[src/rtl/key_cmd_ctrl.sv]
// key_cmd_ctrl: classifies debounced key activity into SINGLE/DOUBLE/LONG events and serves them
// round-robin on one valid/ready command port. Build option KEY_CMD_DBL_EN enables DOUBLE detection.
//
// state   | meaning
// IDLE    | key released, waiting for a press pulse
// PRESSED | key down, timer running toward LONG_CNT
// WAIT2   | released after a short press, waiting for a second press (KEY_CMD_DBL_EN only)
// HOLD    | event already reported for this press, waiting for release
module key_cmd_ctrl #(
  parameter int               N_KEYS   = 4,
  parameter int               CNT_W    = 26,
  parameter logic [CNT_W-1:0] LONG_CNT = CNT_W'(49_999_999),
  parameter logic [CNT_W-1:0] DBL_CNT  = CNT_W'(14_999_999),
  localparam int              IDX_W    = (N_KEYS > 1) ? $clog2(N_KEYS) : 1
) (
  input  logic              clk,
  input  logic              rst_n,
  input  logic [N_KEYS-1:0] key_pulse_i,
  input  logic [N_KEYS-1:0] key_held_i,
  output logic              cmd_valid_o,
  input  logic              cmd_ready_i,
  output logic [IDX_W-1:0]  cmd_key_o,
  output logic [1:0]        cmd_type_o,
  output logic [N_KEYS-1:0] ovf_sticky_o,
  input  logic              ovf_clr_i
);

  typedef enum logic [1:0] {
    S_IDLE    = 2'd0,
    S_PRESSED = 2'd1,
    S_WAIT2   = 2'd2,
    S_HOLD    = 2'd3
  } key_state_e;

  localparam logic [1:0] TYPE_NONE   = 2'b00;
  localparam logic [1:0] TYPE_SINGLE = 2'b01;
  localparam logic [1:0] TYPE_DOUBLE = 2'b10;
  localparam logic [1:0] TYPE_LONG   = 2'b11;

  localparam logic [CNT_W-1:0] LONG_TC = LONG_CNT - CNT_W'(1);
  localparam logic [CNT_W-1:0] TMR_MAX = '1;

  key_state_e       state_q     [N_KEYS];
  key_state_e       state_d     [N_KEYS];
  logic [CNT_W-1:0] timer_q     [N_KEYS];
  logic [CNT_W-1:0] timer_d     [N_KEYS];
  logic [CNT_W-1:0] timer_inc   [N_KEYS];
  logic [1:0]       emit_type_q [N_KEYS];
  logic [1:0]       emit_type_d [N_KEYS];
  logic [1:0]       ptype_q     [N_KEYS];
  logic [1:0]       ptype_d     [N_KEYS];
  logic [N_KEYS-1:0] emit_q, emit_d;
  logic [N_KEYS-1:0] pending_q, pending_d;
  logic [N_KEYS-1:0] ovf_q, ovf_d;
  logic [N_KEYS-1:0] grant;

  logic             cmd_valid_q, cmd_valid_d;
  logic [IDX_W-1:0] cmd_key_q, cmd_key_d;
  logic [1:0]       cmd_type_q, cmd_type_d;
  logic [IDX_W-1:0] last_grant_q, last_grant_d;
  logic             load;
  logic             found;
  logic [IDX_W-1:0] pick;

`ifdef KEY_CMD_DBL_EN
  localparam logic [CNT_W-1:0] DBL_TC = DBL_CNT - CNT_W'(1);
`else
  logic dbl_cnt_unused;
  assign dbl_cnt_unused = ^DBL_CNT;
`endif

  // Per-key gesture FSMs; the emit flag is registered so an event reaches pending one edge later.
  always_comb begin
    for (int i = 0; i < N_KEYS; i++) begin
      state_d[i]     = state_q[i];
      timer_inc[i]   = (timer_q[i] == TMR_MAX) ? timer_q[i] : timer_q[i] + CNT_W'(1);
      timer_d[i]     = timer_q[i];
      emit_d[i]      = 1'b0;
      emit_type_d[i] = TYPE_NONE;
      case (state_q[i])
        S_IDLE: begin
          if (key_pulse_i[i]) begin
            state_d[i] = S_PRESSED;
            timer_d[i] = '0;
          end
        end
        S_PRESSED: begin
          timer_d[i] = timer_inc[i];
          if (key_held_i[i] && (timer_q[i] == LONG_TC)) begin
            state_d[i]     = S_HOLD;
            timer_d[i]     = '0;
            emit_d[i]      = 1'b1;
            emit_type_d[i] = TYPE_LONG;
          end else if (!key_held_i[i]) begin
            timer_d[i] = '0;
`ifdef KEY_CMD_DBL_EN
            state_d[i] = S_WAIT2;
`else
            state_d[i]     = S_IDLE;
            emit_d[i]      = 1'b1;
            emit_type_d[i] = TYPE_SINGLE;
`endif
          end
        end
`ifdef KEY_CMD_DBL_EN
        S_WAIT2: begin
          timer_d[i] = timer_inc[i];
          if (key_pulse_i[i]) begin
            state_d[i]     = S_HOLD;
            timer_d[i]     = '0;
            emit_d[i]      = 1'b1;
            emit_type_d[i] = TYPE_DOUBLE;
          end else if (timer_q[i] == DBL_TC) begin
            state_d[i]     = S_IDLE;
            timer_d[i]     = '0;
            emit_d[i]      = 1'b1;
            emit_type_d[i] = TYPE_SINGLE;
          end
        end
`endif
        S_HOLD: begin
          if (!key_held_i[i]) begin
            state_d[i] = S_IDLE;
            timer_d[i] = '0;
          end
        end
        default: begin
          state_d[i] = S_IDLE;
          timer_d[i] = '0;
        end
      endcase
    end
  end

  // Round-robin pick starting one past the last granted key.
  always_comb begin
    int j;
    j     = 0;
    load  = !cmd_valid_q || cmd_ready_i;
    found = 1'b0;
    pick  = '0;
    for (int k = 1; k <= N_KEYS; k++) begin
      j = int'(last_grant_q) + k;
      if (j >= N_KEYS) j = j - N_KEYS;
      if (!found && pending_q[j]) begin
        found = 1'b1;
        pick  = IDX_W'(j);
      end
    end
    for (int i = 0; i < N_KEYS; i++) begin
      grant[i] = load && found && (pick == IDX_W'(i));
    end
  end

  // A new event is dropped (and flagged) only when the slot is still occupied after this cycle's grant.
  always_comb begin
    for (int i = 0; i < N_KEYS; i++) begin
      pending_d[i] = pending_q[i] & ~grant[i];
      ptype_d[i]   = ptype_q[i];
      ovf_d[i]     = ovf_q[i] & ~ovf_clr_i;
      if (emit_q[i]) begin
        if (pending_q[i] && !grant[i]) begin
          ovf_d[i] = 1'b1;
        end else begin
          pending_d[i] = 1'b1;
          ptype_d[i]   = emit_type_q[i];
        end
      end
    end
  end

  always_comb begin
    cmd_valid_d  = cmd_valid_q;
    cmd_key_d    = cmd_key_q;
    cmd_type_d   = cmd_type_q;
    last_grant_d = last_grant_q;
    if (load) begin
      cmd_valid_d = found;
      if (found) begin
        cmd_key_d    = pick;
        cmd_type_d   = ptype_q[pick];
        last_grant_d = pick;
      end
    end
  end

  always_ff @(posedge clk or negedge rst_n) begin
    if (!rst_n) begin
      for (int i = 0; i < N_KEYS; i++) begin
        state_q[i]     <= S_IDLE;
        timer_q[i]     <= '0;
        emit_type_q[i] <= TYPE_NONE;
        ptype_q[i]     <= TYPE_NONE;
      end
      emit_q       <= '0;
      pending_q    <= '0;
      ovf_q        <= '0;
      cmd_valid_q  <= 1'b0;
      cmd_key_q    <= '0;
      cmd_type_q   <= TYPE_NONE;
      last_grant_q <= '0;
    end else begin
      for (int i = 0; i < N_KEYS; i++) begin
        state_q[i]     <= state_d[i];
        timer_q[i]     <= timer_d[i];
        emit_type_q[i] <= emit_type_d[i];
        ptype_q[i]     <= ptype_d[i];
      end
      emit_q       <= emit_d;
      pending_q    <= pending_d;
      ovf_q        <= ovf_d;
      cmd_valid_q  <= cmd_valid_d;
      cmd_key_q    <= cmd_key_d;
      cmd_type_q   <= cmd_type_d;
      last_grant_q <= last_grant_d;
    end
  end

  assign cmd_valid_o  = cmd_valid_q;
  assign cmd_key_o    = cmd_key_q;
  assign cmd_type_o   = cmd_type_q;
  assign ovf_sticky_o = ovf_q;

endmodule
[config.mk]
export PLATFORM = sky130hd
export DESIGN_NAME = key_cmd_ctrl
export DESIGN_NICKNAME = d
export VERILOG_FILES = /design/src/rtl/key_cmd_ctrl.sv
export SDC_FILE = /design/constraint.sdc
export NUM_CORES = 1
export LEC_CHECK = 0
export CAP_MARGIN = 25
export CELL_PAD_IN_SITES_DETAIL_PLACEMENT = 1
export CELL_PAD_IN_SITES_GLOBAL_PLACEMENT = 1
export CORE_MARGIN = 1
export CORE_UTILIZATION = 49
export DETAILED_ROUTE_END_ITERATION = 7
export GPL_TIMING_DRIVEN = 0
export MAX_ROUTING_LAYER = met4
export PLACE_DENSITY = 0.86
export SYNTH_ARGS = -nofsm -noshare
export SYNTH_HDL_FRONTEND = slang
export SYNTH_SLANG_ARGS = --single-unit
[constraint.sdc]
create_clock -name clk -period 2.7 [get_ports clk]
set_input_delay 0.54 -clock clk [delete_from_list [all_inputs] [get_ports clk]]
set_output_delay 0.54 -clock clk [all_outputs]
set_load 0.01 [all_outputs]
Yosys cells after proc, flatten, opt, wreduce, memory -nomap -nowiden. Cells that the tools add are included.

Flip-flop bits (word level): 145. Input port bits: 12. Output and inout port bits: 9. Word-level logic and storage cells: 238.

Add/subtract/negate cells: 12. Magnitude comparators: 9. Equal/unequal tests: 31. Mux-type cells: 107. Bitwise logic cells: 18. Reductions and logical operators: 39.

Operator list (number): $mux W26 (20); $pmux W26 S3 (4); $eq A26 B26 Y1 const B (8); $lt A32 B4 Y1 const B (4); $mux W32 (4); $add A26 B1 Y26 const B (4); $mux W2 (26); $mux W1 (44); $pmux W2 S3 (4); $logic_and A1 B1 Y1 (16); $ne A2 B2 Y1 const B (8); $ne A4 B4 Y1 const B (4); $eq A2 B2 Y1 const B (6); $ge A3 B3 Y1 const B (4); $reduce_and A3 Y1 (4); $sub A3 B3 Y4 const B (3); $eq A2 B1 Y1 const B (5); $logic_not A2 Y1 (5); $reduce_and A2 Y1 (5); $not A1 Y1 (9); $and A1 B1 Y1 (8); $bmux W1 S2 (4); $logic_not A1 Y1 (8); $add A2 B2 Y3 const B (2); 7 further kinds (7).

Logic depth before layout (Yosys ltp). Gate-level depths: netlist of the first run.

Depth after elaboration: 22. Gate-level depth with buffers: 10.

Least setup slack after synthesis of the first run. Ideal clock, no wire load.

Path kind: register to register. Start: reg timer_q[88] in the netlist's numbering. End: reg timer_q[95] in the netlist's numbering. Library setup time: 0.119 ns. Arrival: 2.135 ns. Data required time: 2.581 ns. Slack: 0.446 ns. Cell stages (with the launch flop): 8. Path buffers: 1. Path through: dfrtp_1 or4b_1 or4_4 o21a_4 buf_6 a211oi_2 xnor2_1 nor2_2.

Longest elaborated chain between the ends: 5. Elaborated cells on any way between the ends: 10. Classes of those cells: add/sub: 1; eq/ne: 3; mux: 4; reduce/logical: 2.

Ends and longest elaborated chain: start, declared (line 45) `logic [CNT_W-1:0] timer_q [N_KEYS];`; start signal, assigned by index (line 205) `timer_q[i] <= timer_d[i];`; $add A26 B1 Y26 (line 76) `timer_inc[i] = (timer_q[i] == TMR_MAX) ? timer_q[i] : timer_q[i] + CNT_W'(1);`; $mux W26 (line 76); $mux W26 (line 94) `end else if (!key_held_i[i]) begin`; $mux W26 (line 89) `if (key_held_i[i] && (timer_q[i] == LONG_TC)) begin`; $pmux W26 S3 (line 80) `case (state_q[i])`.

Several ways; a longest one is shown, not always the timed one. The select of a mux whose other input is x is not followed. A chain may end at the register's enable or synchronous reset.

Worst setup path in the final report of the first run.
Start: reg timer_q[88] in the netlist's numbering. End: reg timer_q[81] in the netlist's numbering.

Longest elaborated chain between the ends: 4. Elaborated cells on any way between the ends: 7. Classes of those cells: eq/ne: 3; mux: 2; reduce/logical: 2.

Ends and longest elaborated chain (line): $eq A26 B26 Y1 (89); $logic_and A1 B1 Y1 (89); $ne A4 B4 Y1 (no line) / $mux W26 (equally long branches); $reduce_and A3 Y1 (no line) / $pmux W26 S3 (equally long branches).

Several ways; a longest one is shown, not always the timed one.

==> impl_metrics.env, run 1 <==
export IMPL_status="finished, violations left"
export IMPL_violations="design-rule violations"
export IMPL_slowest_delay_ns=0.55
export IMPL_intPower_mw=4.34
export IMPL_grt_usage=0.307
export IMPL_dp_slack_ns=-0.174
export IMPL_critPathMaxFanout=10
export IMPL_crit_family="simple AND/OR/NAND/NOR gates"
export IMPL_synth_top_family_by_area="simple AND/OR/NAND/NOR gates"
export IMPL_yosysTopAreaCell="dfrtp_1"
export IMPL_grt_max_degree=91
export IMPL_met1_length_mm=9.76
export IMPL_cts_hold_fix_buffers=0
export IMPL_antenna_found_initial=0
export IMPL_drt_iter0_drc=512
export IMPL_crit_required_ns=3.00
export IMPL_fin_crit_ns=2.59
export IMPL_hold_viol=0
export IMPL_place_congestion=0.893
export IMPL_clk_latency_ns=0.44
export IMPL_rsz0062_at_grt="yes"
export IMPL_synth_xor_area_frac=0.0389
export IMPL_dieArea_sq_um=16600
export IMPL_synth_most_common_cell="dfrtp_1"
export IMPL_placed_area_sq_um=8390
export IMPL_yosys_top_cells_area="dfrtp_1, nand2_1, o21ai_0"
export IMPL_crit_buf_inv=1
export IMPL_rows=46
export IMPL_dr_wl_met2_mm=12.1
export IMPL_slowest_stage="or4b_1"
export IMPL_fillCellCount=1802
export IMPL_multi_input_area_sq_um=4140
export IMPL_tightest_slew_ns=1.10
export IMPL_drtAntennaViolNets=0
export IMPL_die_h_um=129
export IMPL_cts_max_level=4
export IMPL_p_per_area_nw_per_um2=654
export IMPL_synthCells=854
export IMPL_synth_seq_cells=143
export IMPL_netlist_top_cells_count="dfrtp_1, nand2_1, nor2_1"
export IMPL_cp_startpoint="timer_q[88]"
export IMPL_fin_cells=1121
export IMPL_synth_edf_count=0
export IMPL_place_hpwl_mm=16.1
export IMPL_yosys_warnings=0
export IMPL_p_comb_frac=0.154
export IMPL_finalSetupViolations=0
export IMPL_peakVddDrop_mv=0.549
export IMPL_clk_pin_slew_worst_paths_ns=0.06
export IMPL_synth_yosys_seq_area_share=0.454
export IMPL_path_cells="or4b_1 -> or4_4 -> o21ai_4 -> o21ai_2 -> buf_2 -> o21ai_0 -> o21ai_0"
export IMPL_dpl_cell_count=1092
export IMPL_grt_pass1_wl_mm=38.3
export IMPL_synthSimpleGateAreaFrac=0.247
export IMPL_drv_slew=0
export IMPL_stdcell_area_sq_um=9130
export IMPL_yosys_area_share_adder=0.0127
export IMPL_cts_sinks=143
export IMPL_synth_area_sq_um=7890
export IMPL_cts_tree="done"
export IMPL_pwr_share_clk=0.442
export IMPL_layout_setup_ws_ns=0.114
export IMPL_vias_per_cell=6.35
export IMPL_nNetsFinal=913
export IMPL_core_area_sq_um=15800
export IMPL_drt_pre_antenna_iters=7
export IMPL_drc=1
export IMPL_power_switching_mw=1.63
export IMPL_seqPwrFrac=0.404
export IMPL_ios=21
export IMPL_regArea_sq_um=3580
export IMPL_wl_met3_um=878
export IMPL_portBuffers=20
export IMPL_synth_mux_area_frac=0.0251
export IMPL_avgSynthCellArea_sq_um=9.23
export IMPL_cts_setup_buffers=0
export IMPL_wl_mm=23.2
export IMPL_worst_setup_path_end_kind="flop"
export IMPL_overflow=0
export IMPL_timing_rr_start="timer_q[88]"
export IMPL_synth_cell_types=73
export IMPL_skew_ns=0.00806
export IMPL_hp_class="in2async"
export IMPL_synth_top_area_share=0.454
export IMPL_path_class="reg2reg"
export IMPL_fmax_mhz=387
export IMPL_relSlewSlack=0.263
export IMPL_wl_per_cell_um=20.7
export IMPL_drive_gt1_frac=0.109
export IMPL_routed_top_layer="met4"
export IMPL_vias=7121
export IMPL_cpMostUsedCell="o21ai_0"
export IMPL_ys_async_sr_fraction=1.00
export IMPL_grt_pass1_vias=7546
export IMPL_clock_root_buffer="clkbuf_16"
export IMPL_drv_cap=0
export IMPL_diodes=0
export IMPL_critPathLaunchType="flop"
export IMPL_cp_arrival_ns=2.88
export IMPL_area_delta_synth_final_pct=15.8
export IMPL_p_leak_nw=3.65
export IMPL_fin_crit_sh=0.958
export IMPL_start_util=0.500
export IMPL_synth_compound_area_frac=0.191
export IMPL_cts_buffer_depth=2
export IMPL_die_w_um=129
export IMPL_sw_frac_of_total=0.272
export IMPL_synth_fp_nets=874
export IMPL_ys_flop_type="dfrtp_1"
export IMPL_numCtsBuffers=17
-- power by group through the flow --
stage / Clock, mW / Sequential, mW / Combinational [mW]
floorplan: 0 / 2.42 / 0.535
global placement: 0 / 2.43 / 0.847
detailed placement: 0 / 2.45 / 0.902
CTS: 2.67 / 2.41 / 0.917
global route: 2.76 / 2.43 / 1.01
finish: 2.64 / 2.41 / 0.918
-- final timing paths --
check / end / slack (ns) / cells after the start
max in group asynchronous: timer_q[20] / 1.81 / 2
setup / recovery: timer_q[81] / 0.11 / 7
hold reg to reg: ptype_q[1] / 0.48 / 1
setup reg to reg: timer_q[81] / 0.11 / 7
hold / removal: timer_q[60] / 0.05 / 1
min in group clk: ptype_q[1] / 0.48 / 1
-- placed cells by master (no fill, tap or decap), types with 16 or more instances in the layout --
cell,n
inv_1,29
nand2_1,89
xor2_1,19
o31ai_1,19
nand3_1,38
a21oi_1,47
and3_1,18
nand4_1,27
nor3_1,21
nor2_1,84
clkbuf_16,17
xnor2_1,16
clkdlybuf4s50_1,19
o21ai_0,64
dfrtp_1,142
-- worst register-to-register path, stage by stage, from the launching register on --
cell	delay (ns)
dfrtp_1	0.42
or4b_1	0.55
or4_4	0.47
o21ai_4	0.25
o21ai_2	0.14
buf_2	0.24
o21ai_0	0.22
o21ai_0	0.16
-- per-layer routing --
| metal | track usage | up-vias |
|---|---|---|
| met5 | - | - |
| met4 | 0.111 | 0 |
| met3 | 0.0478 | 41 |
| met2 | 0.519 | 186 |
| met1 | 0.372 | 3625 |
| li1 | - | 3269 |
-- cell families after synthesis --
logic type	Yosys count
xor+xnor	35
fa+ha+maj	8
simple gates	374
mux	16
compound gates	220
buf+inv	58
flops	143
-- per-stage QoR --
step	TNS, ns	total power [mW]	hold WS [ns]	util
2_1_floorplan	0	2.96	0.244	-
3_3_place_gp	-660.24	3.28	0.451	0.530
3_5_place_dp	-1.44	3.35	0.470	0.532
4_1_cts	0	5.99	0.0783	0.575
5_1_grt	-0.0120	6.20	0.0993	0.579
6_report	0	5.97	0.0546	0.579
-- timing repair --
| item | in CTS | in global routing |
|---|---|---|
| gates resized for setup | 7 | 23 |
| setup endpoints to repair | 24 | 60 |
| pin swaps | 0 | 1 |
-- cell type report --
type                            count  share of cell area
Buffer                             27              0.0151
Clock buffer                       21              0.0515
Multi-Input combinational cell    653               0.454
Inverter                           29              0.0119
Sequential cell                   143               0.392
Clock inverter                     10              0.0201
Tap cell                          216              0.0296
Timing Repair Buffer               22              0.0256
-- flip-flops by register name, summed over array words and instances, names as in the netlist --
| signal | flops |
|---|---|
| pending_q | 4 |
| cmd_type_o | 2 |
| ovf_sticky_o | 4 |
| timer_q | 104 |
| emit_type_q | 6 |
| last_grant_q | 2 |
| emit_q | 4 |
| cmd_valid_o | 1 |
| state_q | 8 |
| ptype_q | 8 |
Note: power is estimated with default switching activity, not from simulation.
==> inputs of run 2 (changes only) <==
- CORE_UTILIZATION: 49 -> 44
- PLACE_DENSITY: 0.86 -> 0.81
- clock period: 2.7 -> 2.1 ns (I/O delays scaled with it)
==> run 2 against run 1 <==
  * The flow finishes with violations (negative setup slack)
  * Routed wire length is 56% higher
  * First-iteration DRC count is 72% higher
  * Hold slack better by 0.42 ns
  * Sequential share of layout area is 8.0 points lower
  * Sequential cell count stayed put
  * Total power is 42% higher
  * Cell count is 12% higher
  * Die area is 11% higher
  * Highest routed layer unchanged
==> impl_metrics.env, run 2 (synthesis gave the netlist of run 1 again) <==
export IMPL_peakVddDrop_mv=0.666
export IMPL_p_leak_nw=4.62
export IMPL_dpl_cell_count=1101
export IMPL_stdcell_area_sq_um=11600
export IMPL_drc=0
export IMPL_area_delta_synth_final_pct=46.6
export IMPL_p_total_mw=8.45
export IMPL_clk_pin_slew_worst_paths_ns=0.07
export IMPL_crit_required_ns=2.41
export IMPL_placed_area_sq_um=8500
export IMPL_layout_setup_ws_ns=-0.422
export IMPL_largest_reg_flops=104
export IMPL_cts_buffer_depth=2
export IMPL_multi_input_area_sq_um=5190
export IMPL_status="finished, violations left"
export IMPL_r2r_cells=7
export IMPL_drive_gt1_frac=0.398
export IMPL_grt_pass1_wl_mm=44.0
export IMPL_fin_crit_ns=2.52
export IMPL_violations="negative setup slack"
export IMPL_skew_ns=0.0145
export IMPL_fillCellCount=1805
export IMPL_drv_cap=0
export IMPL_regArea_sq_um=3610
export IMPL_hold_ws_ns=0.479
export IMPL_drt_pre_antenna_iters=6
export IMPL_ios=21
export IMPL_cts_sinks=143
export IMPL_grt_max_degree=100
export IMPL_worst_setup_path_end_kind="flop"
export IMPL_path_cells="or4b_1 -> or4_4 -> o21ai_4 -> o21ai_4 -> buf_4 -> o311ai_4 -> o41ai_2"
export IMPL_antenna_found_initial=0
export IMPL_clk_latency_ns=0.45
export IMPL_mostFrequentLayoutCells="dfrtp_1, buf_4, nand2_1, nor2_1, buf_6"
export IMPL_drv_slew=0
export IMPL_clock_root_buffer="clkbuf_16"
export IMPL_wl_per_cell_um=28.7
export IMPL_overflow=0
export IMPL_die_h_um=136
export IMPL_dieArea_sq_um=18500
export IMPL_p_per_area_nw_per_um2=731
export IMPL_rrSetupSlack_ns=-0.42
export IMPL_place_hpwl_mm=15.0
export IMPL_hold_viol=0
export IMPL_grt_pass1_vias=8094
export IMPL_rsz0062_at_grt="yes"
export IMPL_drtAntennaViolNets=0
export IMPL_nNetsFinal=1043
export IMPL_reg_top3="timer_q: 104 flops, ptype_q: 8 flops, state_q: 8 flops"
export IMPL_portBuffers=20
export IMPL_cts_tree="done"
export IMPL_fin_crit_sh=1.20
export IMPL_vias=8676
export IMPL_fin_cells=1260
export IMPL_tightest_slew_ns=0.683
export IMPL_timing_rr_start="timer_q[88]"
export IMPL_slowest_stage="or4b_1"
export IMPL_hp_class="in2async"
export IMPL_top_register="timer_q"
export IMPL_vias_per_cell=6.89
export IMPL_critPathMaxFanout=5
export IMPL_diodes=0
export IMPL_final_common_cell="dfrtp_1"
export IMPL_die_w_um=136
export IMPL_slowest_delay_ns=0.54
export IMPL_start_util=0.453
export IMPL_cp_arrival_ns=2.83
export IMPL_place_congestion=0.859
export IMPL_grt_usage=0.317
export IMPL_cpMostUsedCell="o21ai_4"
export IMPL_cts_max_level=4
export IMPL_wl_mm=36.1
export IMPL_path_class="reg2reg"
export IMPL_drt_iter0_drc=880
export IMPL_finalSetupViolations=90
export IMPL_core_area_sq_um=17400
export IMPL_r2r_end="timer_q[84]"
export IMPL_critPathLaunchType="flop"
export IMPL_numCtsBuffers=17
export IMPL_relSlewSlack=0.541
export IMPL_fmax_mhz=396
export IMPL_rows=48
==> run 2: worst max-delay path, delay by kind of cell (launching register included) <==
| family | cells | cell delay (ns) |
|---|---|---|
| AND/OR/NAND/NOR | 2 | 1.02 |
| AO/OA/AOI/OAI | 4 | 0.76 |
| buffers and inverters | 1 | 0.20 |
| flip-flops | 1 | 0.40 |
==> run 2: how the worst max path moves through the flow <==
stage	start	end	slack (ns)	cells after the start
after global routing	timer_q[89]	timer_q[94]	-0.46	9
after floorplan	timer_q[88]	timer_q[95]	-0.13	7
final	timer_q[88]	timer_q[84]	-0.42	7
after global placement	rst_n	timer_q[38]	-5.36	1
after CTS	timer_q[88]	timer_q[91]	-0.26	7
after detailed placement	key_held_i[2]	timer_q[47]	-0.70	7
==> run 2: stage by stage <==
stage	TNS, ns	setup WS [ns]	utilization
2_1_floorplan	-1.99	-0.129	-
3_3_place_gp	-802.56	-5.36	0.486
3_5_place_dp	-43.99	-0.698	0.488
4_1_cts	-5.46	-0.260	0.594
5_1_grt	-25.19	-0.458	0.664
6_report	-18.78	-0.422	0.664
==> run 2: timing repair <==
| action | CTS | global route |
|---|---|---|
| setup buffers | 64 | 62 |
| pin swaps | 39 | 77 |
| endpoints found under the hold margin | 44 | 0 |
| setup endpoints to repair | 109 | 114 |
| resized for setup | 161 | 204 |
| hold buffers | 1 | 0 |
| cloned | 6 | 1 |
==> run 2: per-layer routing <==
layer / track usage / share of wire
met1: 0.403 / 0.40
met2: 0.507 / 0.49
met3: 0.0582 / 0.072
met4: 0.115 / 0.044
met5: - / 0
==> run 2: final cells by class <==
class,count,share of cell area
well taps,225,0.0244
clock inverters,10,0.0159
clock buffers,21,0.0407
flip-flops and latches,143,0.313
repair buffers,156,0.125
multi-input cells,653,0.449
plain buffers,23,0.0235
inverters,29,0.00942
==> run 2: power breakdown <==
group	switching, mW	internal [mW]
Combinational	1.03	0.767
Sequential	0.232	2.92
Clock	1.31	2.20
Total	2.57	5.88
==> inputs of run 3 (changes only) <==
- CTS_CLUSTER_DIAMETER: not set -> 80
==> results of run 3 <==
Same layout as run 2: the final DEF is identical, and so are final timing and power.
